### config.mk
export PLATFORM = sky130hd
export DESIGN_NAME = wb_stage
export DESIGN_NICKNAME = d
export VERILOG_FILES = /design/src/rtl/riscv_pkg.sv /design/src/rtl/load_aligner.sv /design/src/rtl/wb_stage.sv
export SDC_FILE = /design/constraint.sdc
export NUM_CORES = 1
export LEC_CHECK = 0
export CAP_MARGIN = 40
export CORE_UTILIZATION = 45
export DETAILED_ROUTE_END_ITERATION = 10
export PLACE_DENSITY = 0.88
export SLEW_MARGIN = 0
export SYNTH_ARGS = -nofsm -noshare
export SYNTH_HDL_FRONTEND = slang
export SYNTH_HIERARCHICAL = 1
export SYNTH_SLANG_ARGS = --single-unit
### constraint.sdc
create_clock -name clk -period 4.05 [get_ports clk]
set_clock_uncertainty 0.05 [all_clocks]
set_input_delay 0.81 -clock clk [delete_from_list [all_inputs] [get_ports clk]]
set_output_delay 0.81 -clock clk [all_outputs]
set_load 0.02 [all_outputs]
### src/rtl/riscv_pkg.sv
// Shared RV32I definitions for the writeback path.
//  wb_sel_e : writeback data source selector
//  F3_*     : load funct3 encodings
package riscv_pkg;

    typedef enum logic [1:0] {
        WB_ALU = 2'd0,
        WB_MEM = 2'd1,
        WB_PC4 = 2'd2,
        WB_CSR = 2'd3
    } wb_sel_e;

    localparam logic [2:0] F3_LB  = 3'd0;
    localparam logic [2:0] F3_LH  = 3'd1;
    localparam logic [2:0] F3_LW  = 3'd2;
    localparam logic [2:0] F3_LBU = 3'd4;
    localparam logic [2:0] F3_LHU = 3'd5;

    localparam int unsigned XLEN  = 32;
    localparam int unsigned REG_W = 5;

    // Encodings 3, 6 and 7 are not loads in RV32I.
    function automatic logic f3_is_illegal(input logic [2:0] f3);
        return (f3 == 3'd3) || (f3 == 3'd6) || (f3 == 3'd7);
    endfunction

endpackage

### src/rtl/load_aligner.sv
// Combinational load data alignment and extension.
//  funct3_i   : load width/sign
//  addr_lo_i  : byte address [1:0]
//  rdata_i    : raw aligned word from data memory
//  data_o     : aligned, extended load value
//  misaligned_o : halfword/word access not naturally aligned
//  illegal_o  : funct3 is not a load encoding
module load_aligner
    import riscv_pkg::*;
(
    input  logic [2:0]      funct3_i,
    input  logic [1:0]      addr_lo_i,
    input  logic [XLEN-1:0] rdata_i,
    output logic [XLEN-1:0] data_o,
    output logic            misaligned_o,
    output logic            illegal_o
);

    logic [7:0]  byte_sel;
    logic [15:0] half_sel;

    // Byte and halfword lane selection
    always_comb begin
        byte_sel = rdata_i[7:0];
        case (addr_lo_i)
            2'd0:    byte_sel = rdata_i[7:0];
            2'd1:    byte_sel = rdata_i[15:8];
            2'd2:    byte_sel = rdata_i[23:16];
            default: byte_sel = rdata_i[31:24];
        endcase
        half_sel = addr_lo_i[1] ? rdata_i[31:16] : rdata_i[15:0];
    end

    // Extension by load type
    always_comb begin
        data_o = rdata_i;
        case (funct3_i)
            F3_LB:   data_o = {{24{byte_sel[7]}}, byte_sel};
            F3_LBU:  data_o = {24'd0, byte_sel};
            F3_LH:   data_o = {{16{half_sel[15]}}, half_sel};
            F3_LHU:  data_o = {16'd0, half_sel};
            default: data_o = rdata_i;
        endcase
    end

    always_comb begin
        illegal_o    = f3_is_illegal(funct3_i);
        misaligned_o = 1'b0;
        if ((funct3_i == F3_LH) || (funct3_i == F3_LHU)) begin
            misaligned_o = addr_lo_i[0];
        end else if (funct3_i == F3_LW) begin
            misaligned_o = (addr_lo_i != 2'd0);
        end
    end

endmodule

### src/rtl/wb_stage.sv
// Writeback stage: retires instructions from execute, waits for load
// responses, and drives the register-file write port plus a forwarding copy.
//  clk, rst        : clock, synchronous active-high reset
//  ex_*            : instruction from execute (valid/ready handshake)
//  dmem_rsp_valid/dmem_rdata : load response
//  rf_en/rd/wdata  : registered register-file write port
//  fwd_*           : combinational copies of the write port
//  retire          : pulse per completed instruction
//  load_fault      : pulse on misaligned/illegal/timed-out load
module wb_stage
    import riscv_pkg::*;
#(
    parameter int unsigned TIMEOUT_CYCLES = 16
) (
    input  logic             clk,
    input  logic             rst,
    input  logic             ex_valid,
    output logic             ex_ready,
    input  logic             ex_rf_we,
    input  logic [REG_W-1:0] ex_rd,
    input  logic [1:0]       ex_wb_sel,
    input  logic [2:0]       ex_funct3,
    input  logic [1:0]       ex_addr_lo,
    input  logic [XLEN-1:0]  ex_alu_res,
    input  logic [XLEN-1:0]  ex_pc4,
    input  logic [XLEN-1:0]  ex_csr_rdata,
    input  logic             dmem_rsp_valid,
    input  logic [XLEN-1:0]  dmem_rdata,
    output logic             rf_en,
    output logic [REG_W-1:0] rd,
    output logic [XLEN-1:0]  wdata,
    output logic             fwd_valid,
    output logic [REG_W-1:0] fwd_rd,
    output logic [XLEN-1:0]  fwd_data,
    output logic             retire,
    output logic             load_fault
);

    localparam int unsigned CNT_W = (TIMEOUT_CYCLES > 2) ? $clog2(TIMEOUT_CYCLES) : 1;
    localparam logic [CNT_W-1:0] CNT_LAST = CNT_W'(TIMEOUT_CYCLES - 1);

    typedef enum logic {
        IDLE     = 1'b0,
        WAIT_MEM = 1'b1
    } wb_state_e;

    wb_state_e        state_q, state_d;
    logic [CNT_W-1:0] cnt_q, cnt_d;
    logic [REG_W-1:0] ld_rd_q, ld_rd_d;
    logic [2:0]       ld_f3_q, ld_f3_d;
    logic [1:0]       ld_addr_q, ld_addr_d;
    logic             ld_we_q, ld_we_d;

    logic             rf_en_q, rf_en_d;
    logic [REG_W-1:0] rd_q, rd_d;
    logic [XLEN-1:0]  wdata_q, wdata_d;
    logic             retire_q, retire_d;
    logic             fault_q, fault_d;

    logic             accept;
    logic             is_mem;
    logic             timeout;
    logic [2:0]       al_f3;
    logic [1:0]       al_addr;
    logic [XLEN-1:0]  al_data;
    logic             al_misaligned;
    logic             al_illegal;
    logic [XLEN-1:0]  nonmem_data;

    assign ex_ready = (state_q == IDLE);
    assign accept   = ex_valid && ex_ready;
    assign is_mem   = (ex_wb_sel == 2'(WB_MEM));
    assign timeout  = (state_q == WAIT_MEM) && (cnt_q == CNT_LAST);

    // One aligner serves both the accept-time check and the response path.
    assign al_f3   = (state_q == IDLE) ? ex_funct3  : ld_f3_q;
    assign al_addr = (state_q == IDLE) ? ex_addr_lo : ld_addr_q;

    load_aligner u_aligner (
        .funct3_i     (al_f3),
        .addr_lo_i    (al_addr),
        .rdata_i      (dmem_rdata),
        .data_o       (al_data),
        .misaligned_o (al_misaligned),
        .illegal_o    (al_illegal)
    );

    always_comb begin
        case (ex_wb_sel)
            2'(WB_PC4): nonmem_data = ex_pc4;
            2'(WB_CSR): nonmem_data = ex_csr_rdata;
            default:    nonmem_data = ex_alu_res;
        endcase
    end

    // State and datapath registers
    always_ff @(posedge clk) begin
        if (rst) begin
            state_q   <= IDLE;
            cnt_q     <= '0;
            ld_rd_q   <= '0;
            ld_f3_q   <= '0;
            ld_addr_q <= '0;
            ld_we_q   <= 1'b0;
            rf_en_q   <= 1'b0;
            rd_q      <= '0;
            wdata_q   <= '0;
            retire_q  <= 1'b0;
            fault_q   <= 1'b0;
        end else begin
            state_q   <= state_d;
            cnt_q     <= cnt_d;
            ld_rd_q   <= ld_rd_d;
            ld_f3_q   <= ld_f3_d;
            ld_addr_q <= ld_addr_d;
            ld_we_q   <= ld_we_d;
            rf_en_q   <= rf_en_d;
            rd_q      <= rd_d;
            wdata_q   <= wdata_d;
            retire_q  <= retire_d;
            fault_q   <= fault_d;
        end
    end

    // Next-state logic
    always_comb begin
        state_d = state_q;
        case (state_q)
            IDLE: begin
                if (accept && is_mem && !al_misaligned && !al_illegal) begin
                    state_d = WAIT_MEM;
                end
            end
            WAIT_MEM: begin
                if (dmem_rsp_valid || timeout) begin
                    state_d = IDLE;
                end
            end
            default: state_d = IDLE;
        endcase
    end

    // Output and datapath next values
    always_comb begin
        cnt_d     = cnt_q;
        ld_rd_d   = ld_rd_q;
        ld_f3_d   = ld_f3_q;
        ld_addr_d = ld_addr_q;
        ld_we_d   = ld_we_q;
        rf_en_d   = 1'b0;
        rd_d      = rd_q;
        wdata_d   = wdata_q;
        retire_d  = 1'b0;
        fault_d   = 1'b0;
        case (state_q)
            IDLE: begin
                if (accept) begin
                    if (!is_mem) begin
                        rf_en_d  = ex_rf_we && (ex_rd != '0);
                        rd_d     = ex_rd;
                        wdata_d  = nonmem_data;
                        retire_d = 1'b1;
                    end else if (al_misaligned || al_illegal) begin
                        fault_d  = 1'b1;
                        retire_d = 1'b1;
                    end else begin
                        ld_rd_d   = ex_rd;
                        ld_f3_d   = ex_funct3;
                        ld_addr_d = ex_addr_lo;
                        ld_we_d   = ex_rf_we;
                        cnt_d     = '0;
                    end
                end
            end
            WAIT_MEM: begin
                cnt_d = cnt_q + CNT_W'(1);
                // A response on the timeout edge still completes the load.
                if (dmem_rsp_valid) begin
                    rf_en_d  = ld_we_q && (ld_rd_q != '0);
                    rd_d     = ld_rd_q;
                    wdata_d  = al_data;
                    retire_d = 1'b1;
                end else if (timeout) begin
                    fault_d  = 1'b1;
                    retire_d = 1'b1;
                end
            end
            default: ;
        endcase
    end

    assign rf_en      = rf_en_q;
    assign rd         = rd_q;
    assign wdata      = wdata_q;
    assign retire     = retire_q;
    assign load_fault = fault_q;

    // Forwarding mirrors the write port, covering the old-value read in the write cycle.
    assign fwd_valid = rf_en_q;
    assign fwd_rd    = rd_q;
    assign fwd_data  = wdata_q;

endmodule

# After elaboration in Yosys (flattened, before gate mapping)
# Index checks and enable logic that the tools add are counted.
# word_totals
input_bits	145
reg_bits	56
# op_classes
bitwise	2
n_eq_ne	18
mux	37
n_reduce_logical	22
add_sub_neg	1
# ops
cell	count
one-hot mux 32 bit (2 select lines)	2
one-hot mux 32 bit (4 select lines)	1
two-way mux 32 bit	3
one-hot mux 8 bit (3 select lines)	1
two-way mux 16 bit	1
two-way mux 1 bit	15
two-way mux 5 bit	3
== test 3 bit, second input constant	4
two-way mux 4 bit	3
one-hot mux 5 bit (2 select lines)	1
nonzero test 5 bit	2
one-hot mux 1 bit (2 select lines)	4
one-hot mux 4 bit (2 select lines)	1
logical AND 1 bit	7
== test 2 bit, second input constant	3
== test 3 x 2 -> 1 bit, second input constant	2
inequality test 2 bit, second input constant	3
AND reduction 3 bit	2
logical OR 1 bit	5
adder 4 x 1 -> 4 bit, second input constant	1
== test 2 x 1 -> 1 bit, second input constant	2
== test 4 bit, second input constant	1
inequality test 2 x 1 -> 1 bit, second input constant	2
AND reduction 4 bit	1
other kinds (8)	10

# Logic depth before layout (Yosys ltp)
# Gate-level depths: netlist of the first run.
# logic_depth
depth_word	9
depth_mapped	13
ltp_nobuf	7

# Modules after synthesis
# Netlist of the first run, hierarchy kept.
# modules_own_cells
module	cells_per_inst	seq_area_each_um2	n_inst	area_each_um2
wb_stage	430	1121.1	1	3867.5
load_aligner	96	0.0	1	777.0

# Worst setup path before layout of the first run
# Ideal clock, no wire load.
# synth_path
path_kind	register to register
startpoint	reg state_q
endpoint	reg cnt_q[3]
setup_time_ns	0.146
arrival_ns	2.582
synth_period_minus_slack_ns	2.778
setup_slack_ns	1.272
stages_incl_launch_ff	12
cell_sequence	dfxtp_1 -> buf_6 -> buf_2 -> buf_2 -> mux2_1 -> buf_2 -> clkbuf_1 -> o211ai_1 -> nand2_1 -> or4b_1 -> o21ai_1 -> a311oi_1
# synth_between
elab_chain_len	7
word_cells_on_any_way	22
cone_classes	eq/ne (9); mux (5); bitwise (1); reduce/logical (7)
# synth_rtl
item	line	text
from (decl)	wb_stage.sv:47	wb_state_e state_q, state_d;
from (signal assigned)	wb_stage.sv:111	state_q <= state_d;
two-way mux 2 bit	wb_stage.sv:77	assign al_addr = (state_q == IDLE) ? ex_addr_lo : ld_addr_q;
net al_addr[1]	wb_stage.sv:64	logic [1:0] al_addr;
nonzero test 2 bit	load_aligner.sv:52	misaligned_o = (addr_lo_i != 2'd0);
two-way mux 1 bit	load_aligner.sv:51	end else if (funct3_i == F3_LW) begin
two-way mux 1 bit	load_aligner.sv:49	if ((funct3_i == F3_LH) || (funct3_i == F3_LHU)) begin
net al_misaligned	wb_stage.sv:66	logic al_misaligned;
logical OR 1 bit	wb_stage.sv:163	end else if (al_misaligned || al_illegal) begin
inequality test 2 bit (no line)	-	
AND reduction 3 bit (no line)	-	
to (signal assigned)	wb_stage.sv:112	cnt_q <= cnt_d;
to (decl)	wb_stage.sv:48	logic [CNT_W-1:0] cnt_q, cnt_d;
# The timed path passes the listed nets, and every way through them passes these cells.
# A chain may end at the register's enable or synchronous reset.

# Worst setup path after layout of the first run
# layout_path
startpoint	in ex_addr_lo[1]
endpoint	reg wdata_q[25], in the netlist fwd_data[25]
# layout_between
elab_chain_len	6
word_cells_on_any_way	9
cone_classes	eq/ne (2); mux (6); reduce/logical (1)
# layout_rtl
item	line	text
from (decl)	wb_stage.sv:23	input logic [1:0] ex_addr_lo,
two-way mux 2 bit *	wb_stage.sv:77	
net al_addr[1]	wb_stage.sv:64	
== test 2 bit, or another cell as far along	load_aligner.sv:25	case (addr_lo_i)
one-hot mux 8 bit (3 select lines)	load_aligner.sv:25	
one-hot mux 32 bit (4 select lines) *	load_aligner.sv:37	case (funct3_i)
net al_data[25]	wb_stage.sv:65	logic [XLEN-1:0] al_data;
two-way mux 32 bit *	wb_stage.sv:178	if (dmem_rsp_valid) begin
one-hot mux 32 bit (2 select lines) *	wb_stage.sv:155	case (state_q)
to (signal assigned)	wb_stage.sv:119	wdata_q <= wdata_d;
to (decl)	wb_stage.sv:56	logic [XLEN-1:0] wdata_q, wdata_d;
# Mark *: on every way through the listed nets, which the timed path passes. The rest lies on a longest branch. The select of a mux whose other input is x is not followed.

==> results.md, run 1 <==
- Dividing total power by cell area gives a power density of 266 nW/µm².
- The clock transition at the registers of the reported paths is 0.11 ns.
- The floorplan step set the die height to 104 µm.
- Setup repair after global routing left no endpoint under its margin.
- The share of synthesized area occupied by flip-flops and latches is 24.1%.
- The fill cell instance count of the final layout is 796.
- Setup violations remaining at the end of the flow were counted as 0.
- For this run, design rule violations remaining after detail routing come to 0.
- Input and output buffers added on the ports amount to 223.
- The synthesized design devotes to its leading area cell type roughly a quarter of total area.
- The clock tree synthesis step divided the H-tree into 2 levels.
- In the synthesized netlist, the number of instances is between 500 and 600.
- STA classifies the critical path endpoint as a register.
- The number of warnings reported in the yosys synthesis log is 6.
- The number of antenna diodes in the final layout is 0.
- The data arrival time of the worst path is 3.30 ns.
- In the synthesized netlist the async set-or-reset flop fraction comes to 0%.
- For this configuration, the core starts out at a cell density of 46.9%.
- The average wire length per cell after detail routing is ~20 µm.
- Counting I/O delays and the setup requirement, the final critical path takes 3.19 ns.
- The cell type contributing the most total cell area after synthesis is sky130_fd_sc_hd__dfxtp_1.
- The first global-routing pass estimated 25900 µm of wire.
- The synthesized netlist contains 50 unique library cells.
- The clock passes through at most 2 buffers.
- At the later pin of the worst-skew pair, clock insertion delay measures 0.32 ns.
- The number of synthesized flops with an enable pin is 0.
- Cells fill 66.5% of the core in the end.
- After clock tree synthesis, the repair step resized 0 gates.
- The fraction of layout cells with a size suffix above 1 is under 10%.
- The number of global-route vias before repair is 4754.
- Detailed routing inserted a total of 4872 vias.
- For this run, the leading register cell type out of synthesis is sky130_fd_sc_hd__dfxtp_1.
- The HPWL after detailed placement is 12500 µm.
- The data required time of the critical path is 4.17 ns.
- The count of pins on the block boundary is 224.
- In this run the critical register-to-register path is launched from state_q.
- The cell area after layout is 6590 µm².
- In the synthesized netlist, the cells that appear most often are sky130_fd_sc_hd__nand2_1 (70), sky130_fd_sc_hd__dfxtp_1 (56), sky130_fd_sc_hd__buf_4 (41), sky130_fd_sc_hd__a211oi_1 (37), sky130_fd_sc_hd__mux2i_1 (37).
- The clock sink count is 56.
- The final layout contains routed wiring with a total length of 16400 µm.
- The core region is 9910 µm².
- For the final routed database, the setup TNS stands at 0 ns.
- The static leakage is 2.52 nW.
- The instance area at placement is ~6500 µm².
- The synthesis-to-finish area growth is 41.9%.
- The critical path in this run is classified as in -> reg.
- The post-synthesis net count is ~670.
- The largest net degree at the start of global routing is 83.
- Dividing the detail-routed via count by the number of cells gives between 6 and 7.
- The count of antenna-violating nets left after detailed routing is 0.
- The average instance area after synthesis is 8.83 µm².
- For this design, the CTS-stage hold fixing added 0 buffers.
- The path depth of the worst reg2reg path is 6.
- The summed instance area of the synthesized netlist is 4640 µm².
- In this run, CTS created clock tree buffers numbering 5.
- Across the run, the number of max-cap violations was 0.
- The final critical-path share of the clock period is 78.7%.
- Based on the critical path, the design can be clocked at up to around 0.31 GHz.
- The reg2reg setup slack is 1.42 ns.
- The number of antenna violations at the first check in global routing is 0.
- The number of hold violations in the final report is 0.
- Along the worst path, the maximum fanout reaches 22.
- At the pin with the least slew margin, the transition time is 0.912 ns.
- The worst slew margin relative to its limit is 39.2%.
- The total of flip-flops plus latches after synthesis is 56.
- The endpoint of the most critical setup path is fwd_data[25].
- The classification of the worst-slack hold path is reg -> reg.
- The congestion estimate from routability-driven global placement came to a little under 0.9.
- Before antenna repair, the detailed router went through 5 iterations.
- CTS placed an instance of sky130_fd_sc_hd__clkbuf_8 at the clock tree root.
- The run finished with clean final reports.
- Leaving out filler cells and counting taps, the final layout contains 804.
- The floorplan has 36 rows.
- The final-report max-slew violation count is 0.
- The chip width is 104 µm.
- The count of buffers added by post-CTS timing repair for setup is 0.
- The total global routing overflow is 0.
- The total die area is 10700 µm².
- STA classifies the critical path startpoint as an input port.
- The worst-case vdd ir drop is about 0.00017 V.
- The global routing usage summed across all routing layers is a little under a third.
- The most common cell in the netlist is sky130_fd_sc_hd__nand2_1.
- By area the synthesized netlist is led by sky130_fd_sc_hd__dfxtp_1 (24%), sky130_fd_sc_hd__a311oi_2 (8.1%), sky130_fd_sc_hd__mux2i_1 (8.0%).
- Counting tap cells, the placed design contains a total of 796 instances.
- The worst register-to-register path ends at fwd_data[25].
- The iteration-0 DRC count of the detailed router is 530.
- TritonCTS built the clock tree.
- The overall power after layout is 0.00175 W.
- The net count reported at finish is 816.
- The timing startpoint of the critical path is ex_addr_lo[1].
[metal layers]
layer	vias to the layer above	wire, µm	global-route usage [%]	share of wire [%]
met5	-	0	0	0
met4	0	396	9.73	2.4
met3	31	1200	4.59	7.3
met2	265	8000	50.1	49
met1	2324	6850	39.9	42
li1	2252	-	-	-
[registers in the layout, summed over array words and instances (netlist names)]
signal	cells
ld_rd_q	5
fwd_rd	5
ld_addr_q	2
cnt_q	4
retire	1
state_q	1
ld_we_q	1
load_fault	1
fwd_valid	1
fwd_data	32
ld_f3_q	3
[layout by cell type, fill, tap and decap left out, types with 7 or more instances in the layout]
master                            count
sky130_fd_sc_hd__clkdlybuf4s50_1    220
sky130_fd_sc_hd__nand2_1             70
sky130_fd_sc_hd__dfxtp_1             55
sky130_fd_sc_hd__mux2i_1             37
sky130_fd_sc_hd__a211oi_1            37
sky130_fd_sc_hd__nor2_1              36
sky130_fd_sc_hd__a211o_1             32
sky130_fd_sc_hd__a311oi_2            25
sky130_fd_sc_hd__a21oi_1             16
sky130_fd_sc_hd__a221o_1             15
sky130_fd_sc_hd__nand3_1             13
sky130_fd_sc_hd__o21ai_0             10
sky130_fd_sc_hd__a311oi_1             9
sky130_fd_sc_hd__buf_4                9
sky130_fd_sc_hd__and3_1               8
sky130_fd_sc_hd__mux2_2               7
sky130_fd_sc_hd__mux4_1               7
[cell type report]
class	count	area (µm²)	share of cell area [%]
Tap cell	133	166	2.53
Multi-Input combinational cell	370	2870	43.6
Sequential cell	56	1120	17.0
Inverter	4	15.0	0.228
Timing Repair Buffer	233	2300	35.0
Clock inverter	3	42.5	0.646
Clock buffer	5	68.8	1.04
[power breakdown]
part	switching, W	total (W)	internal, W
combinational	0.000355	0.000741	0.000385
sequential	0.0000377	0.000628	0.000590
clock	0.000198	0.000382	0.000184
[how the worst min path moves through the flow]
stage	from	to	slack (ns)	cells after the start
final	ld_addr_q[0]	ld_addr_q[0]	0.44	2
after global routing	ld_rd_q[0]	ld_rd_q[0]	0.48	2
after CTS	ld_addr_q[0]	ld_addr_q[0]	0.44	2
after detailed placement	ld_addr_q[0]	ld_addr_q[0]	0.43	2
after global placement	ld_f3_q[1]	ld_f3_q[1]	0.41	2
after floorplan	ld_f3_q[0]	ld_f3_q[0]	0.40	2
[critical path, cell delays in order]
cell and delay [ns]:
sky130_fd_sc_hd__clkdlybuf4s50_1 0.52, sky130_fd_sc_hd__mux2_1 0.65, sky130_fd_sc_hd__mux2_2 0.45, sky130_fd_sc_hd__a32oi_4 0.51, sky130_fd_sc_hd__nand2_1 0.13, sky130_fd_sc_hd__nand2_1 0.11, sky130_fd_sc_hd__a311oi_2 0.10
[stage by stage]
step / setup slack (ns) / hold WS (ns)
6_report: 0.862 / 0.441
5_1_grt: 0.774 / 0.482
4_1_cts: 0.900 / 0.442
3_5_place_dp: 0.597 / 0.426
3_3_place_gp: 0.669 / 0.409
2_1_floorplan: 1.27 / 0.400
[cells by family after synthesis]
kind of cell | count (synthesis) | share of synthesized area [%]
compound gates | 168 | 32.8
buf+inv | 100 | 14.1
mux | 53 | 14.4
fa+ha+maj | 1 | 0.269
flops | 56 | 24.1
simple gates | 148 | 14.4
(Power assumes the default switching activity.)
==> run 2, diff against run 1 <==
--- a/config.mk
+++ b/config.mk
@@ -6,9 +6,9 @@
 export NUM_CORES = 1
 export LEC_CHECK = 0
 export CAP_MARGIN = 40
-export CORE_UTILIZATION = 45
+export CORE_UTILIZATION = 38
 export DETAILED_ROUTE_END_ITERATION = 10
-export PLACE_DENSITY = 0.88
+export PLACE_DENSITY = 0.79
 export SLEW_MARGIN = 0
 export SYNTH_ARGS = -nofsm -noshare
 export SYNTH_HDL_FRONTEND = slang
==> constraint.sdc (replaced) <==
create_clock -name clk -period 2.85 [get_ports clk]
set_clock_uncertainty 0.05 [all_clocks]
set_input_delay 0.57 -clock clk [delete_from_list [all_inputs] [get_ports clk]]
set_output_delay 0.57 -clock clk [all_outputs]
set_load 0.02 [all_outputs]
==> results.md, run 2 (synthesized netlist as in run 1, its figures left out) <==
- For this design the ratio of total power to cell area is 383 nW/µm².
- At the worst endpoint, the arrival time is 2.64 ns.
- The maximum operating frequency is ~0.39 GHz.
- The net count reported at finish is ~830.
- For flop-to-flop paths, the worst setup slack is 0.56 ns.
- Summing all placed instances gives a cell area of 6640 µm².
- The total die area is 12700 µm².
- The most common library cell in the layout ignoring fill and taps is sky130_fd_sc_hd__clkdlybuf4s50_1.
- The worst path in the final design needs a cycle of 2.56 ns, including I/O delays and setup.
- The worst-case vdd ir drop is about 0.00026 V.
- The final layout contains routed wiring with a total length of between 15000 and 20000 µm.
- The detail-routed via count per cell is between 5 and 6.
- The worst setup path is captured at a register.
- The total negative setup slack is 0 ns.
- The initialized floorplan defines 40 standard-cell rows.
- The core region is 12000 µm².
- The count of antenna diodes in the layout is 0.
- The static leakage is 2.62 nW.
- The H-tree generated during clock tree synthesis spans 2 levels.
- The count of antenna-violating nets left after detailed routing is 0.
- The cell area after layout is about 6800 µm².
- For this block, the initial DRC count from the detailed router was between 300 and 400.
- The post-cts resize count is 0.
- Setup violations remaining at the end of the flow were counted as 0.
- The number of global-route vias before repair was 4772.
- The library cells used most frequently in the layout, excluding fill and tap cells, are sky130_fd_sc_hd__clkdlybuf4s50_1 (220), sky130_fd_sc_hd__nand2_1 (70), sky130_fd_sc_hd__dfxtp_1 (55).
- The max-capacitance violation count is 0.
- In this run the tightest slew margin relative to its limit is 43.0%.
- In the routed design, unresolved DRC markers number 0.
- Entering global routing, the biggest net connects 48 pins.
- The total iterations of the first detailed-routing run is 5.
- The flow ran to the end, and the final reports show no timing, DRC or antenna violations.
- The count of input and output buffers is approximately 220.
- The hold buffer count at cts is 0.
- TritonCTS built the clock tree.
- For the worst setup path, the data required time is 2.94 ns.
- The number of antenna violations at the first check in global routing came to 0.
- At the later pin of the worst-skew pair, clock insertion delay measures 0.29 ns.
- In this run the deepest clock path goes through 2 buffers.
- The post-detailed-placement half-perimeter wirelength is 12500 µm.
- For this design, the sink count on the clock tree is 56.
- The startpoint identified for the worst register-to-register timing path is state_q.
- The global routing usage summed across all routing layers is between 20% and 30%.
- The classification of the worst-slack hold path is reg -> reg.
- The total global routing overflow is 0.
- The post-route netlist has 11.3% of its cells at a drive strength greater than 1.
- The number of hold violations in the final report is 0.
- The largest fanout on the critical path is 4.
- The synthesis-to-finish area growth is 46.2%.
- The average wire length per cell after detail routing is 19.7 µm.
- The clock root buffer is sky130_fd_sc_hd__clkbuf_16.
- The first global-routing pass estimated 25500 µm of wire.
- The flip-flop count of the largest register after layout is 32.
- The final-report max-slew violation count came to 0.
- The clock transition at the registers of the reported paths is 0.08 ns.
- The floorplan step set the die height to 113 µm.
- The via count is 4831.
- Setup repair after global routing left no endpoint under its margin.
- The hold path startpoint is ld_f3_q[0].
- At the pin with the least slew margin, the transition time is 0.854 ns.
- The count of buffers added by post-CTS timing repair for setup is 0.
- In this run, CTS created clock tree buffers numbering 5.
- The kind of start point of the critical path is an input port.
- The starting density of the core is between 30% and 40%.
- Routability-driven placement finished with a final weighted congestion of 0.835.
- Measured along the x axis, the die boundary spans 113 µm.
- The timing startpoint of the critical path is ex_addr_lo[1].
- The final critical-path share of the clock period is 89.8%.
- During I/O placement, the number of pins put on the boundary was 224.
- The type of the worst setup path is in -> reg.
## run 2: worst paths after layout
path,endpoint,cells after the start
worst min register to register,ld_f3_q[0],2
worst min-delay path,ld_f3_q[0],2
worst max-delay path,cnt_q[2],7
worst max register to register,cnt_q[2],7
## run 2: critical path, stage by stage
cell and delay [ns]:
sky130_fd_sc_hd__clkdlybuf4s50_1 0.44, sky130_fd_sc_hd__mux2_1 0.39, sky130_fd_sc_hd__o211ai_1 0.22, sky130_fd_sc_hd__nand2_1 0.10, sky130_fd_sc_hd__or4b_1 0.51, sky130_fd_sc_hd__o21ai_1 0.26
sky130_fd_sc_hd__a311oi_1 0.15
## run 2: metal layers
metal | vias to the layer above | wire length (µm) | part of all wire (%) | GRT usage (%)
met5 | - | 0 | 0 | 0
met4 | 0 | 413 | 2.5 | 8.89
met3 | 28 | 1140 | 7.0 | 4.32
met2 | 220 | 8220 | 51 | 45.9
met1 | 2314 | 6490 | 40 | 29.8
li1 | 2269 | - | - | -
## run 2: power by group
group | internal (W) | switching [W]
Sequential | 0.000838 | 0.0000497
Combinational | 0.000566 | 0.000500
Clock | 0.000335 | 0.000312
Total | 0.00174 | 0.000861
## run 2: final cells by class
type	instances	area, µm²
multi-input combinational	370	2880
clock buffer	5	125
inverter	4	15.0
tap	147	184
clock inverter	3	26.3
timing repair buffer	242	2430
sequential	56	1120
fill	1109	5170
## run 2: through the flow
| step | power, W | cells | worst slack, ns | hold slack (ns) | utilization (%) |
|---|---|---|---|---|---|
| 3_5_place_dp | 0.00197 | 819 | 0.0487 | 0.420 | 55.5 |
| 4_1_cts | 0.00261 | 827 | 0.313 | 0.431 | 56.8 |
| 5_1_grt | 0.00272 | 827 | 0.217 | 0.470 | 56.8 |
| 2_1_floorplan | 0.00152 | 526 | 0.0723 | 0.400 | - |
| 3_3_place_gp | 0.00195 | 819 | 0.130 | 0.406 | 55.5 |
| 6_report | 0.00260 | 827 | 0.292 | 0.429 | 56.8 |
